### src/rtl/bbox_pkg.sv
// Shared types and helpers for the bounding-box scanner: FSM states,
// darkness-mode encoding and the row-stride rounding rule.
package bbox_pkg;

  typedef enum logic [1:0] {
    ST_IDLE  = 2'd0,
    ST_SCAN  = 2'd1,
    ST_DRAIN = 2'd2,
    ST_DONE  = 2'd3
  } state_t;

  localparam logic MODE_ANY = 1'b0;  // dark if any channel is below threshold
  localparam logic MODE_ALL = 1'b1;  // dark only if every channel is below threshold

  // Rows are padded so each one starts on a 4-byte boundary.
  function automatic int unsigned stride_round(input int unsigned w, input int unsigned c);
    return ((w * c + 3) / 4) * 4;
  endfunction

endpackage

### src/rtl/bbox_scanner_if.sv
// Read-only memory bus between the scanner (master) and image storage (slave).
interface bbox_scanner_if #(
  parameter int DATA_W = 8
);
  logic [31:0]       addr;
  logic              rd_en;
  logic [DATA_W-1:0] rddata;

  modport master (output addr, output rd_en, input rddata);
  modport slave  (input addr, input rd_en, output rddata);
endinterface

### src/rtl/bbox_addr_gen.sv
// Walks the image bottom row first, left to right, channel by channel, and
// produces the byte address plus the (x, y, c) of each read.
module bbox_addr_gen
  import bbox_pkg::*;
#(
  parameter int WIDTH    = 100,
  parameter int HEIGHT   = 100,
  parameter int CHANNELS = 3,
  parameter int COORD_W  = 11,
  parameter int CW       = 2
) (
  input  logic               clk,
  input  logic               rst_n,
  input  logic               i_load,
  input  logic               i_scan,
  input  logic [31:0]        i_base,
  output logic [31:0]        o_addr,
  output logic [COORD_W-1:0] o_x,
  output logic [COORD_W-1:0] o_y,
  output logic [CW-1:0]      o_c,
  output logic               o_last
);

  localparam int unsigned STRIDE   = stride_round(WIDTH, CHANNELS);
  localparam logic [31:0] STRIDE_L = 32'(STRIDE);
  localparam logic [31:0] ROW_TOP  = 32'((HEIGHT - 1) * STRIDE);

  logic [31:0]        r_base;
  logic [31:0]        r_row;
  logic [31:0]        r_addr;
  logic [COORD_W-1:0] r_x;
  logic [COORD_W-1:0] r_y;
  logic [CW-1:0]      r_c;

  logic w_c_end;
  logic w_x_end;

  assign w_c_end = (r_c == CW'(CHANNELS - 1));
  assign w_x_end = (r_x == COORD_W'(WIDTH - 1));

  always_ff @(posedge clk or negedge rst_n) begin
    if (!rst_n) begin
      r_base <= '0;
      r_row  <= '0;
      r_addr <= '0;
      r_x    <= '0;
      r_y    <= '0;
      r_c    <= '0;
    end else if (i_load) begin
      r_base <= i_base;
      r_row  <= i_base + ROW_TOP;
      r_addr <= i_base + ROW_TOP;
      r_x    <= '0;
      r_y    <= COORD_W'(HEIGHT - 1);
      r_c    <= '0;
    end else if (i_scan) begin
      if (!w_c_end) begin
        r_c    <= r_c + CW'(1);
        r_addr <= r_addr + 32'd1;
      end else if (!w_x_end) begin
        r_c    <= '0;
        r_x    <= r_x + COORD_W'(1);
        r_addr <= r_addr + 32'd1;
      end else begin
        // Step down one row; the row base absorbs the padding bytes.
        r_c    <= '0;
        r_x    <= '0;
        r_y    <= r_y - COORD_W'(1);
        r_row  <= r_row - STRIDE_L;
        r_addr <= r_row - STRIDE_L;
      end
    end
  end

  assign o_addr = i_scan ? r_addr : r_base;
  assign o_x    = r_x;
  assign o_y    = r_y;
  assign o_c    = r_c;
  assign o_last = w_c_end && w_x_end && (r_y == '0);

endmodule

### src/rtl/bbox_scanner.sv
// Scans an image in memory and reports the bounding box of dark pixels.
// Optional BBOX_PIXCOUNT_EN adds a pix_count output counting dark pixels.
module bbox_scanner
  import bbox_pkg::*;
#(
  parameter int WIDTH      = 100,
  parameter int HEIGHT     = 100,
  parameter int CHANNELS   = 3,
  parameter int RD_LATENCY = 1,
  parameter int COORD_W    = 11,
  parameter int DATA_W     = 8
) (
  input  logic               clk,
  input  logic               rst_n,
  input  logic               start,
  input  logic               mode,
  input  logic [DATA_W-1:0]  threshold,
  input  logic [31:0]        base_addr,
  bbox_scanner_if.master     mem,
  output logic               busy,
  output logic               done,
  output logic               found,
  output logic [COORD_W-1:0] xMin,
  output logic [COORD_W-1:0] xMax,
  output logic [COORD_W-1:0] yMin,
  output logic [COORD_W-1:0] yMax
`ifdef BBOX_PIXCOUNT_EN
  ,
  output logic [2*COORD_W-1:0] pix_count
`endif
);

  localparam int CW = (CHANNELS > 1) ? $clog2(CHANNELS) : 1;

  state_t r_state;
  state_t w_next;

  logic              w_accept;
  logic              w_scan;
  logic              r_mode;
  logic [DATA_W-1:0] r_thr;

  logic [31:0]        w_addr;
  logic [COORD_W-1:0] w_x;
  logic [COORD_W-1:0] w_y;
  logic [CW-1:0]      w_c;
  logic               w_last;

  assign w_scan   = (r_state == ST_SCAN);
  assign w_accept = start && ((r_state == ST_IDLE) || (r_state == ST_DONE));

  bbox_addr_gen #(
    .WIDTH    (WIDTH),
    .HEIGHT   (HEIGHT),
    .CHANNELS (CHANNELS),
    .COORD_W  (COORD_W),
    .CW       (CW)
  ) u_addr_gen (
    .clk    (clk),
    .rst_n  (rst_n),
    .i_load (w_accept),
    .i_scan (w_scan),
    .i_base (base_addr),
    .o_addr (w_addr),
    .o_x    (w_x),
    .o_y    (w_y),
    .o_c    (w_c),
    .o_last (w_last)
  );

  assign mem.addr  = w_addr;
  assign mem.rd_en = w_scan;

  always_ff @(posedge clk or negedge rst_n) begin
    if (!rst_n) begin
      r_state <= ST_IDLE;
      r_mode  <= MODE_ANY;
      r_thr   <= '0;
    end else begin
      r_state <= w_next;
      if (w_accept) begin
        r_mode <= mode;
        r_thr  <= threshold;
      end
    end
  end

  logic r_fin;

  always_comb begin
    w_next = r_state;
    case (r_state)
      ST_IDLE:  if (start)  w_next = ST_SCAN;
      ST_SCAN:  if (w_last) w_next = ST_DRAIN;
      ST_DRAIN: if (r_fin)  w_next = ST_DONE;
      ST_DONE:  if (start)  w_next = ST_SCAN;
      default:              w_next = ST_IDLE;
    endcase
  end

  assign busy = (r_state == ST_SCAN) || (r_state == ST_DRAIN);
  assign done = (r_state == ST_DONE);

  // Read-tag pipeline: stage RD_LATENCY-1 lines up with mem.rddata.
  logic               r_pv [RD_LATENCY];
  logic [COORD_W-1:0] r_px [RD_LATENCY];
  logic [COORD_W-1:0] r_py [RD_LATENCY];
  logic [CW-1:0]      r_pc [RD_LATENCY];
  logic               r_pl [RD_LATENCY];

  always_ff @(posedge clk or negedge rst_n) begin
    if (!rst_n) begin
      for (int i = 0; i < RD_LATENCY; i++) r_pv[i] <= 1'b0;
    end else begin
      r_pv[0] <= w_scan;
      for (int i = 1; i < RD_LATENCY; i++) r_pv[i] <= r_pv[i-1];
    end
  end

  always_ff @(posedge clk) begin
    r_px[0] <= w_x;
    r_py[0] <= w_y;
    r_pc[0] <= w_c;
    r_pl[0] <= w_last;
    for (int i = 1; i < RD_LATENCY; i++) begin
      r_px[i] <= r_px[i-1];
      r_py[i] <= r_py[i-1];
      r_pc[i] <= r_pc[i-1];
      r_pl[i] <= r_pl[i-1];
    end
  end

  logic               w_arr;
  logic [COORD_W-1:0] w_ax;
  logic [COORD_W-1:0] w_ay;
  logic               w_first;
  logic               w_pix;
  logic               w_lo;
  logic               w_any;
  logic               w_all;
  logic               w_dark;
  logic               r_any;
  logic               r_all;

  assign w_arr   = r_pv[RD_LATENCY-1];
  assign w_ax    = r_px[RD_LATENCY-1];
  assign w_ay    = r_py[RD_LATENCY-1];
  assign w_first = (r_pc[RD_LATENCY-1] == '0);
  assign w_pix   = w_arr && (r_pc[RD_LATENCY-1] == CW'(CHANNELS - 1));
  assign w_lo    = (mem.rddata < r_thr);
  assign w_any   = w_first ? w_lo : (r_any | w_lo);
  assign w_all   = w_first ? w_lo : (r_all & w_lo);
  assign w_dark  = (r_mode == MODE_ALL) ? w_all : w_any;

  always_ff @(posedge clk) begin
    if (w_arr) begin
      r_any <= w_any;
      r_all <= w_all;
    end
  end

  logic               r_found;
  logic [COORD_W-1:0] r_xmin;
  logic [COORD_W-1:0] r_xmax;
  logic [COORD_W-1:0] r_ymin;
  logic [COORD_W-1:0] r_ymax;

  always_ff @(posedge clk or negedge rst_n) begin
    if (!rst_n) begin
      r_found <= 1'b0;
      r_xmin  <= COORD_W'(WIDTH - 1);
      r_ymin  <= COORD_W'(HEIGHT - 1);
      r_xmax  <= '0;
      r_ymax  <= '0;
      r_fin   <= 1'b0;
    end else if (w_accept) begin
      r_found <= 1'b0;
      r_xmin  <= COORD_W'(WIDTH - 1);
      r_ymin  <= COORD_W'(HEIGHT - 1);
      r_xmax  <= '0;
      r_ymax  <= '0;
      r_fin   <= 1'b0;
    end else begin
      if (w_pix && w_dark) begin
        r_found <= 1'b1;
        if (w_ax < r_xmin) r_xmin <= w_ax;
        if (w_ax > r_xmax) r_xmax <= w_ax;
        if (w_ay < r_ymin) r_ymin <= w_ay;
        if (w_ay > r_ymax) r_ymax <= w_ay;
      end
      if (w_arr && r_pl[RD_LATENCY-1]) r_fin <= 1'b1;
    end
  end

  assign found = r_found;
  assign xMin  = r_xmin;
  assign xMax  = r_xmax;
  assign yMin  = r_ymin;
  assign yMax  = r_ymax;

`ifdef BBOX_PIXCOUNT_EN
  logic [2*COORD_W-1:0] r_cnt;

  always_ff @(posedge clk or negedge rst_n) begin
    if (!rst_n) begin
      r_cnt <= '0;
    end else if (w_accept) begin
      r_cnt <= '0;
    end else if (w_pix && w_dark) begin
      r_cnt <= r_cnt + (2*COORD_W)'(1);
    end
  end

  assign pix_count = r_cnt;
`endif

endmodule

### src/flat_wrapper.sv
// flat-port wrapper written by rule: the top's interface ports become plain ports
module bbox_scanner_flat import bbox_pkg::*;
#(
  parameter int WIDTH      = 100,
  parameter int HEIGHT     = 100,
  parameter int CHANNELS   = 3,
  parameter int RD_LATENCY = 1,
  parameter int COORD_W    = 11,
  parameter int DATA_W     = 8
)
  (clk, rst_n, start, mode, threshold, base_addr, busy, done, found, xMin, xMax, yMin, yMax, mem_addr, mem_rd_en, mem_rddata);
  bbox_scanner_if #(.DATA_W(DATA_W)) mem_i ();
  input  logic clk;
  input  logic rst_n;
  input  logic start;
  input  logic mode;
  input  logic [DATA_W-1:0] threshold;
  input  logic [31:0] base_addr;
  output logic busy;
  output logic done;
  output logic found;
  output logic [COORD_W-1:0] xMin;
  output logic [COORD_W-1:0] xMax;
  output logic [COORD_W-1:0] yMin;
  output logic [COORD_W-1:0] yMax;
  output wire logic [$bits(mem_i.addr)-1:0] mem_addr;
  output wire logic [$bits(mem_i.rd_en)-1:0] mem_rd_en;
  input wire logic [$bits(mem_i.rddata)-1:0] mem_rddata;
  assign mem_addr = mem_i.addr;
  assign mem_rd_en = mem_i.rd_en;
  assign mem_i.rddata = mem_rddata;
  bbox_scanner #(.WIDTH(WIDTH), .HEIGHT(HEIGHT), .CHANNELS(CHANNELS), .RD_LATENCY(RD_LATENCY), .COORD_W(COORD_W), .DATA_W(DATA_W)) u_core (.clk(clk), .rst_n(rst_n), .start(start), .mode(mode), .threshold(threshold), .base_addr(base_addr), .mem(mem_i), .busy(busy), .done(done), .found(found), .xMin(xMin), .xMax(xMax), .yMin(yMin), .yMax(yMax));
endmodule
### config.mk
export PLATFORM = sky130hd
export DESIGN_NAME = bbox_scanner_flat
export DESIGN_NICKNAME = d
export VERILOG_FILES = /design/src/rtl/bbox_pkg.sv /design/src/rtl/bbox_scanner_if.sv /design/src/rtl/bbox_addr_gen.sv /design/src/rtl/bbox_scanner.sv /design/src/flat_wrapper.sv
export SDC_FILE = /design/constraint.sdc
export NUM_CORES = 1
export LEC_CHECK = 0
export ABC_AREA = 0
export ABC_CLOCK_PERIOD_IN_PS = 3700
export CORE_ASPECT_RATIO = 0.7
export CORE_MARGIN = 2
export CORE_UTILIZATION = 40
export CTS_CLUSTER_SIZE = 28
export DETAILED_ROUTE_END_ITERATION = 8
export SLEW_MARGIN = 20
export SYNTH_ARGS = -nofsm -noshare
export SYNTH_HDL_FRONTEND = slang
export SYNTH_SLANG_ARGS = --single-unit
### constraint.sdc
create_clock -name clk -period 3.7 [get_ports clk]
set_clock_uncertainty 0.05 [all_clocks]
set_input_delay 0.37 -clock clk [delete_from_list [all_inputs] [get_ports clk]]
set_output_delay 0.37 -clock clk [all_outputs]
set_load 0.01 [all_outputs]
* Yosys cells after proc, flatten, opt, wreduce, memory -nomap -nowiden
Memories as Yosys holds them, arrays and structs flattened.
Cells that the tools add are included.
** Word-level totals
- Output and inout bits :: 80
- Memory bits (writable) :: 25
- Register bits after elaboration :: 180
- Input port bits :: 52
- Memories kept :: 4
- Word-level logic and storage cells :: 115
** Operators by class
- Bitwise logic cells :: 2
- Equal/unequal tests :: 9
- Add/sub/neg operators :: 6
- Reduce and logical (&&, ||, !) cells :: 28
- Mux-type cells :: 43
- Magnitude comparators :: 5
** Memories
- u_core.r_px :: depth 1, width 11, read ports 1, clocked after memory_dff 0, wr ports 1, RTL line bbox_scanner.sv:106 : logic [COORD_W-1:0] r_px [RD_LATENCY];
- u_core.r_py :: depth 1, width 11, read ports 1, clocked after memory_dff 0, wr ports 1, RTL line bbox_scanner.sv:107 : logic [COORD_W-1:0] r_py [RD_LATENCY];
- u_core.r_pc :: depth 1, width 2, read ports 1, clocked after memory_dff 0, wr ports 1, RTL line bbox_scanner.sv:108 : logic [CW-1:0] r_pc [RD_LATENCY];
- u_core.r_pl :: depth 1, width 1, read ports 1, clocked after memory_dff 0, wr ports 1, RTL line bbox_scanner.sv:109 : logic r_pl [RD_LATENCY];
** Operator list (number)
- 2-to-1 mux 32 bit :: 9
- 2-to-1 mux 11 bit :: 20
- adder 32 x 1 -> 32 bit, second input constant :: 1
- adder 32 x 15 -> 32 bit, second input constant :: 1
- subtractor 32 x 9 -> 32 bit, second input constant :: 1
- > comparator 11 bit :: 2
- less-than comparator 11 bit :: 2
- nonzero test 2 bit :: 9
- 2-to-1 mux 2 bit :: 6
- adder 11 x 1 -> 11 bit, second input constant :: 1
- equality test 11 x 7 -> 1 bit, second input constant :: 1
- zero test 11 bit :: 1
- subtractor 11 x 1 -> 11 bit, second input constant :: 1
- AND reduction 2 bit :: 5
- equality test 2 bit, second input constant :: 4
- less-than comparator 8 bit :: 1
- 2-to-1 mux 1 bit :: 7
- logical AND 1 bit :: 6
- inequality test 2 x 1 -> 1 bit, second input constant :: 3
- one-hot mux 2 bit (3 select lines) :: 1
- AND reduction 3 bit :: 2
- zero test 2 bit :: 2
- adder 2 x 1 -> 2 bit, second input constant :: 1
- equality test 2 x 1 -> 1 bit, second input constant :: 1
- 4 further kinds :: 5

* Longest topological paths before layout
Gate-level depths: netlist (run 1).
- Word-level depth :: 7
- Gate-level depth with buffers :: 10
- Depth with buffers taken out :: 8

* By module
A second synthesis (run 1) with hierarchy kept.
** Unflattened totals
- Cell total of the unflattened synthesis :: 1302
- Area total of the unflattened synthesis :: 12139.1 µm²
** Modules (own cells, without submodules)
- bbox_addr_gen :: area each 7761.2 µm², times used 1, seq. area each 3002.9 µm², cells an instance 866
- bbox_scanner :: area each 4377.9 µm², times used 1, seq. area each 2021.9 µm², cells an instance 436

* Least setup slack after synthesis (run 1)
Ideal clock, no wire load.
- Path type :: register -> register
- Start point :: register u_core.r_state[1]
- End point :: register u_core.u_addr_gen.r_row[23]
- Data required time :: 3.523 ns
- Arrival :: 2.448 ns
- Period minus slack after synthesis :: 2.625 ns
- Buffers on the path :: 2
- Cell stages (with the launch flop) :: 10
- Setup time :: 0.127 ns
- Slack :: 1.075 ns
- Cells stage by stage :: dfrtp_1 inv_1 ha_1 clkbuf_1 nand3b_1 or4_4 buf_6 or4_4 xor2_1 o21ai_2
** Between the ends
- Elaborated cells on any way between the ends :: 10
- Those cells by class :: eq/ne (2); mux (1); reduce/logical (7)
** RTL lines
- start: declaration :: RTL line bbox_scanner.sv:35 : state_t r_state;
- start signal: assignment :: RTL line bbox_scanner.sv:80 : r_state <= w_next;
- equality test 2 x 1 -> 1 bit :: RTL line bbox_scanner.sv:49 : assign w_scan = (r_state == ST_SCAN);
- via mem_rd_en :: RTL line flat_wrapper.sv:27 : output wire logic [$bits(mem_i.rd_en)-1:0] mem_rd_en;
- nonzero test 2 bit (no line)
- AND reduction 3 bit (no line)
- end signal: assignment :: RTL line bbox_addr_gen.sv:51 : r_row <= i_base + ROW_TOP;
- end signal: assignment :: RTL line bbox_addr_gen.sv:69 : r_row <= r_row - STRIDE_L;
- end: declaration :: RTL line bbox_addr_gen.sv:29 : logic [31:0] r_row;
The timed path passes the listed nets, and every way through them passes these cells.
A chain may end at the register's enable or synchronous reset.

* Worst setup path in the final report (run 1)
- Start point :: register u_core.r_state[1]
- End point :: output port mem_addr[17]
** Between the ends
- Longest elaborated chain between the ends :: 2
** Ends and longest elaborated chain
- equality test 2 x 1 -> 1 bit :: RTL line bbox_scanner.sv:49
- 2-to-1 mux 32 bit :: RTL line bbox_addr_gen.sv:75 : assign o_addr = i_scan ? r_addr : r_base;
- end: declaration :: RTL line flat_wrapper.sv:26 : output wire logic [$bits(mem_i.addr)-1:0] mem_addr;
No other way between the ends.

==> summary.md, run 1 <==
| Metric | Value |
|---|---|
| DR pass1 iterations | 5 |
| Synth warn | 0 |
| Final hold viol count | 0 |
| Final Max Tran Viols | 0 |
| CP arrival | 2860 ps |
| Initial Utilization | between 40% and 50% |
| Outcome | finished, final reports clean |
| Register bit count reported by yosys | 205 |
| CP max FO | 28 |
| Leak pwr | 0.00618 uW |
| Num CTS Buffers | 23 |
| Overall Global Routing Usage | a little over a fifth |
| # Post-CTS Setup Buffers | 0 |
| Worst path max stage delay | approximately 600 ps |
| Crit path launch | u_core.r_state[1] |
| Largest delay share family, worst path | buffers and inverters |
| Cell Pwr Density | 713 nW/um^2 |
| Mapped Cells | approximately 1,400 |
| Vias in the first global route | around 9,600 |
| Chip width | around 210 um |
| Top-Level Pins | ~130 |
| Buffers added on ports | 131 |
| Startpoint Class | flop |
| Min Tclk post-route | 3280 ps |
| Fraction of layout cells with a size suffix above 1 | under 10% |
| Levels on crit path | 6 |
| Slew HR | a little over two fifths |
| Clk pwr share | 22.2% |
| Peak supply drop | just under 0.4 mV |
| Initial antenna violation count | 0 |
| Clock Latency Late Sink | around 500 ps |
| GRT overflow | 0 |
| Vias per inst | 5.49 |
| Largest net degree at the start of global routing | between 90 and 100 |
| Worst hold path type | in2reg |
| Core area | 29,100 sq um |
| Yosys cell types | 71 |
| Worst-Margin Slew | around 860 ps |
| CTS HTree Levels | 1 |
| Rows | between 50 and 60 |
| Synthesis-to-finish area growth | 21.6% |
| Gp weighted congestion | 0.861 |
| Period utilization | 88.6% |
| Cells on worst reg2reg path | 9 |
| Reg2Reg Launch Point | u_core.r_state[1] |
| N_diodes | 0 |
| Setup TNS | 0 ps |
| CTS root buffer | clkbuf_16 |
| Maximum clock rate | between 300 and 400 MHz |
| RSZ-0062 raised after global routing | false |
| P_int | 6230 uW |
| Clock-pin slew on the worst setup and hold paths | 60 ps |
| Number of synthesized flops with an enable pin | 2 |
| Reg2Reg Setup Slack | 720 ps |
| Top_reg_cell synth | dfrtp_1 |
| Kind of critical path | reg2out |
| Setup crit end | mem_addr[17] |
| Async SR Flop Fraction | between 80% and 90% |
| DRT iter0 DRCs | 915 |
| Remaining DRCs | 0 |
| Flop pwr share | between 30% and 40% |
| Top post-synthesis cells by area | dfrtp_1, nand2_1, ha_1 |
| Worst Path Required | 3280 ps |
| Post-synth design cell area | around 12,000 sq um |
| Post-DP HPWL | 24,400 um |
| Total power | 10,400 uW |
| First-pass GRT wire length | between 50,000 and 60,000 um |
| Worst setup EP type | primary output |
| Count leader, synth | nand2_1 |
| Crit Reg-Reg Endpoint | u_core.u_addr_gen.r_row[30] |
| Avg Cell Area, Syn | roughly 8.9 sq um |
| Setup violations, final | 0 |
| Psw | 4140 uW |
| Die Y | between 100 and 150 um |
| Cells along the critical path | inv_1 -> ha_2 -> buf_4 -> nand2_1 -> o21ai_0 -> clkdlybuf4s50_1 |
| CTS sink count | about 210 |
| Sequential share of the synthesized area | a little over two fifths |
| Post-Syn Nets | 1,460 |
| Critical-path top delay cell | clkdlybuf4s50_1 |
| Avg WL per Cell | 18.4 um |
| Max cap viols | 0 |
| Fin nets | 1,581 |
| CTS tree | yes |
| Post-synth top area cell | dfrtp_1 |
| Final ANT Viol Nets | 0 |
| Switching part of the total | roughly 40% |
| Top cell type's share of synthesized area | between 30% and 40% |
| Die area | 31,300 sq um |
| Top post-synthesis cells by count | nand2_1, dfrtp_1, nor2_1, o21ai_0, inv_1 |
| Combinational share of power | between 40% and 50% |
| WL final | between 30,000 and 40,000 um |
| Vias after detailed routing | around 10,000 |
| Buf/Inv on CP | 3 |
| Clk buf depth | 3 |
-- through the flow --
stage                     worst slack [ps]  std cells  area, sq um  util, %  hold slack (ps)
after floorplan                       1080       1350        12000        -             24.4
after CTS                              425       1865        14500     49.9              326
after global placement                 513       1823        13800     47.3              352
after detailed placement               366       1823        13800     47.3              361
after global routing                   274       1865        14500     49.9              348
final                                  421       1865        14500     49.9              340
-- power by group through the flow --
stage / clock network, uW / logic, uW / registers (uW)
after floorplan: 0 / 2840 / 3360
after global placement: 0 / 4370 / 3610
after detailed placement: 0 / 4410 / 3630
after CTS: 2350 / 4450 / 3600
after global routing: 2440 / 4890 / 3710
final: 2300 / 4450 / 3620
-- per-layer routing --
layer | GRT usage (%) | vias up | wire length [um]
met4 | 4.23 | 0 | 555
met3 | 3.97 | 45 | 2660
met2 | 29.7 | 335 | 13400
li1 | - | 4972 | -
met5 | 0 | - | 0
met1 | 35.4 | 4891 | 17700
-- worst min-delay path by stage --
stage | start | end | slack, ps | depth (start not counted)
after floorplan | rst_n | u_core.found | 20 | 0
after global placement | u_core.u_addr_gen.o_y[6] | u_core.r_py[0][6] | 350 | 0
after detailed placement | u_core.u_addr_gen.o_x[10] | u_core.r_px[0][10] | 360 | 0
after CTS | threshold[0] | u_core.r_thr[0] | 330 | 3
after global routing | mode | u_core.r_mode | 350 | 3
final | threshold[0] | u_core.r_thr[0] | 340 | 3
-- area by class of cell --
| type | count | area (sq um) |
|---|---|---|
| well taps | 378 | 473 |
| clock buffers | 35 | 661 |
| repair buffers | 164 | 1600 |
| flip-flops and latches | 205 | 5020 |
| fillers | 2747 | 14600 |
| clock inverters | 6 | 80.1 |
| multi-input cells | 1008 | 6430 |
| inverters | 69 | 259 |
-- logic make-up after synthesis --
family | Yosys count | share of synthesized area [%]
compound gates | 246 | 13.1
xor+xnor | 83 | 6.08
fa+ha+maj | 58 | 6.07
buf+inv | 137 | 4.46
flops | 205 | 42.0
mux | 83 | 7.28
simple gates | 538 | 21.0
-- worst min-delay path, stage by stage --
cell and delay, ps:
clkdlybuf4s50_1 400, nand2_1 50, nand2_1 40
-- registers in the layout, indices dropped and copies added (netlist names), 8 cells and up --
signal / flops
u_core.u_addr_gen.r_addr: 32
u_core.u_addr_gen.r_base: 32
u_core.u_addr_gen.r_row: 32
u_core.r_px: 11
u_core.r_py: 11
u_core.u_addr_gen.o_x: 11
u_core.u_addr_gen.o_y: 11
u_core.xMax: 11
u_core.xMin: 11
u_core.yMax: 11
u_core.yMin: 11
u_core.r_thr: 8
-- repair_timing --
item | CTS | global route
hold buffers | 1 | 0
resized for setup | 0 | 0
endpoints found under the hold margin | 92 | 0
-- cells in the final DEF, fill, tap and decap left out, types with 48 or more instances in the layout --
cell type,Yosys,layout
xnor2_1,48,48
inv_1,69,69
nor2_1,109,109
nand2_1,244,243
dfrtp_1,170,170
a21oi_1,68,68
clkdlybuf4s50_1,0,130
mux2i_1,51,51
ha_1,58,57
o21ai_0,71,71
Power figures use the tool's default switching activity.
==> inputs of run 2 (changes only) <==
--- a/config.mk
+++ b/config.mk
@@ -7,11 +7,13 @@
 export LEC_CHECK = 0
 export ABC_AREA = 0
 export ABC_CLOCK_PERIOD_IN_PS = 3700
+export CAP_MARGIN = 0
 export CORE_ASPECT_RATIO = 0.7
 export CORE_MARGIN = 2
 export CORE_UTILIZATION = 40
 export CTS_CLUSTER_SIZE = 28
 export DETAILED_ROUTE_END_ITERATION = 8
+export HOLD_SLACK_MARGIN = 0.03
 export SLEW_MARGIN = 20
 export SYNTH_ARGS = -nofsm -noshare
 export SYNTH_HDL_FRONTEND = slang
==> results of run 2 <==
Final layout, timing and power as in run 1 (identical DEF).
==> inputs of run 3 (changes only) <==
--- a/config.mk
+++ b/config.mk
@@ -7,12 +7,12 @@
 export LEC_CHECK = 0
 export ABC_AREA = 0
 export ABC_CLOCK_PERIOD_IN_PS = 3700
-export CAP_MARGIN = 0
 export CORE_ASPECT_RATIO = 0.7
 export CORE_MARGIN = 2
 export CORE_UTILIZATION = 40
 export CTS_CLUSTER_SIZE = 28
 export DETAILED_ROUTE_END_ITERATION = 8
+export GPL_TIMING_DRIVEN = 0
 export HOLD_SLACK_MARGIN = 0.03
 export SLEW_MARGIN = 20
 export SYNTH_ARGS = -nofsm -noshare
==> summary.md, run 3 (synthesis gave the netlist of run 1 again) <==
| Metric | Value |
|---|---|
| Gp weighted congestion | approximately 0.97 |
| Worst slack at placement | -104 ps |
| Final hold viol count | 0 |
| CTS root buffer | clkbuf_16 |
| Period utilization | around 97% |
| Synthesis-to-finish area growth | 21.9% |
| Buffers added on ports | 130 |
| Worst hold path type | in2reg |
| DR pass1 iterations | 5 |
| Final ANT Viol Nets | 0 |
| CP max FO | 10 |
| Worst Min Path Start | base_addr[20] |
| Worst-Margin Slew | between 1000 and 1500 ps |
| Setup violations, final | 0 |
| Reg2Reg Launch Point | u_core.r_state[0] |
| Maximum clock rate | approximately 280 MHz |
| Remaining DRCs | 0 |
| WL final | between 30,000 and 40,000 um |
| Slew HR | 19.1% |
| CTS sink count | slightly above 200 |
| N_diodes | 0 |
| Peak supply drop | 0.454 mV |
| Worst Path Required | approximately 4000 ps |
| Post-DP HPWL | 29,400 um |
| Initial antenna violation count | 0 |
| Num CTS Buffers | 23 |
| RSZ-0062 raised after global routing | false |
| Hold EP | u_core.u_addr_gen.r_base[20] |
| CTS tree | yes |
| DRT iter0 DRCs | 1,154 |
| Post-Layout Cell Count | ~1,900 |
| Min Tclk post-route | 3580 ps |
| Leak pwr | about 0.0062 uW |
| Vias after detailed routing | 10,700 |
| Chip width | 211 um |
| Die area | around 31,000 sq um |
| Largest net degree at the start of global routing | 72 |
| Startpoint Class | flop |
| Final Max Tran Viols | 0 |
| Leading cell type in the layout, fill and taps excluded | nand2_1 |
| Fin Hold WS | 147 ps |
| Core area | between 20,000 and 30,000 sq um |
| Placed cells | ~1,900 |
| Cell Pwr Density | between 700 and 800 nW/um^2 |
| Die Y | 149 um |
| Vias in the first global route | 10,000 |
| Rows | between 50 and 60 |
| Vias per inst | between 5 and 6 |
| Clock Latency Late Sink | just over 500 ps |
| Cells on worst reg2reg path | 7 |
| First-pass GRT wire length | around 61,000 um |
| Most frequent cells in the layout | nand2_1, dfrtp_1, clkdlybuf4s50_1 |
| Avg WL per Cell | roughly 21 um |
| Leading registers by flop count | u_core.u_addr_gen.r_addr (32), u_core.u_addr_gen.r_base (32), u_core.u_addr_gen.r_row (32) |
| Hold depth | 3 |
| Final setup margin | about 120 ps |
| Kind of critical path | reg2reg |
| Overall Global Routing Usage | approximately a quarter |
| Max cap viols | 0 |
| Fin nets | between 1,500 and 2,000 |
| Outcome | finished, final reports clean |
| Worst setup EP type | flop |
| Reg2Reg Setup Slack | 120 ps |
| Top-Level Pins | 132 |
| Initial Utilization | slightly above 40% |
| CP arrival | between 3000 and 4000 ps |
| CTS HTree Levels | 1 |
| Fraction of layout cells with a size suffix above 1 | 7.73% |
| Clk buf depth | 3 |
| Clock-pin slew on the worst setup and hold paths | ~60 ps |
| Crit Reg-Reg Endpoint | u_core.u_addr_gen.r_addr[21] |
| GRT overflow | 0 |
[run 3: changes by cell type in the layout (fill, tap and decap cells not counted), sizes merged]
cell / change
buf: -7
bufinv: -2
clkbuf: +47
clkdlybuf4s50: -1
clkinvlp: +2
[run 3: how the worst max path moves through the flow]
stage                                 start                            to  slack [ps]  cells past startpoint
after detailed placement  u_core.r_state[1]                  mem_addr[30]        -100                      7
after floorplan           u_core.r_state[1]   u_core.u_addr_gen.r_row[23]        1080                      9
after CTS                 u_core.r_state[0]               u_core.yMax[10]          70                      8
after global routing      u_core.r_state[1]                  mem_addr[31]          50                      6
after global placement                rst_n  u_core.u_addr_gen.r_base[11]       -5780                      1
final                     u_core.r_state[0]  u_core.u_addr_gen.r_addr[21]         120                      7
[run 3: worst max-delay path, cell delays in order, from the launching register on]
cell,delay [ps]
dfrtp_1,400
inv_1,80
ha_1,370
nand2_1,420
clkbuf_1,520
clkbuf_1,660
clkbuf_1,700
o22ai_1,200
[run 3: timing repair]
action,CTS,global route
setup buffers,0,0
gates resized for setup,6,4
hold buffers,1,0
endpoints found under the hold margin,50,0
endpoints found under the setup margin,32,9
[run 3: final cells by class]
type                    count  area, sq um
well taps                 378          473
clock inverters             6         35.0
clock buffers              34          657
fillers                  2810        14600
multi-input cells        1008         6440
repair buffers            136         1390
plain buffers              68          285
inverters                  69          259
flip-flops and latches    205         5020
[run 3: power breakdown]
part | internal (uW) | leakage [uW] | switching (uW)
registers | 2910 | 0.00244 | 622
logic | 1920 | 0.00338 | 2970
clock network | 1230 | 0.000336 | 956
[run 3: per-layer routing]
metal	vias up	part of all wire, %	GRT usage (%)
met5	-	0	0
met4	0	1.9	5.42
met3	57	9.0	5.28
met2	453	39	34.5
met1	5099	50	40.6
li1	5047	-	-
[run 3: per-stage QoR]
step                cell area, sq um  total power, uW  setup TNS (ps)  util (%)
floorplan                      12000             6200               0         -
global placement               13700             8240        -1005900      47.1
detailed placement             13800             8330            -886      47.5
CTS                            14600            10500               0      49.9
global route                   14600            11200               0      50.0
finish                         14600            10600               0      50.0
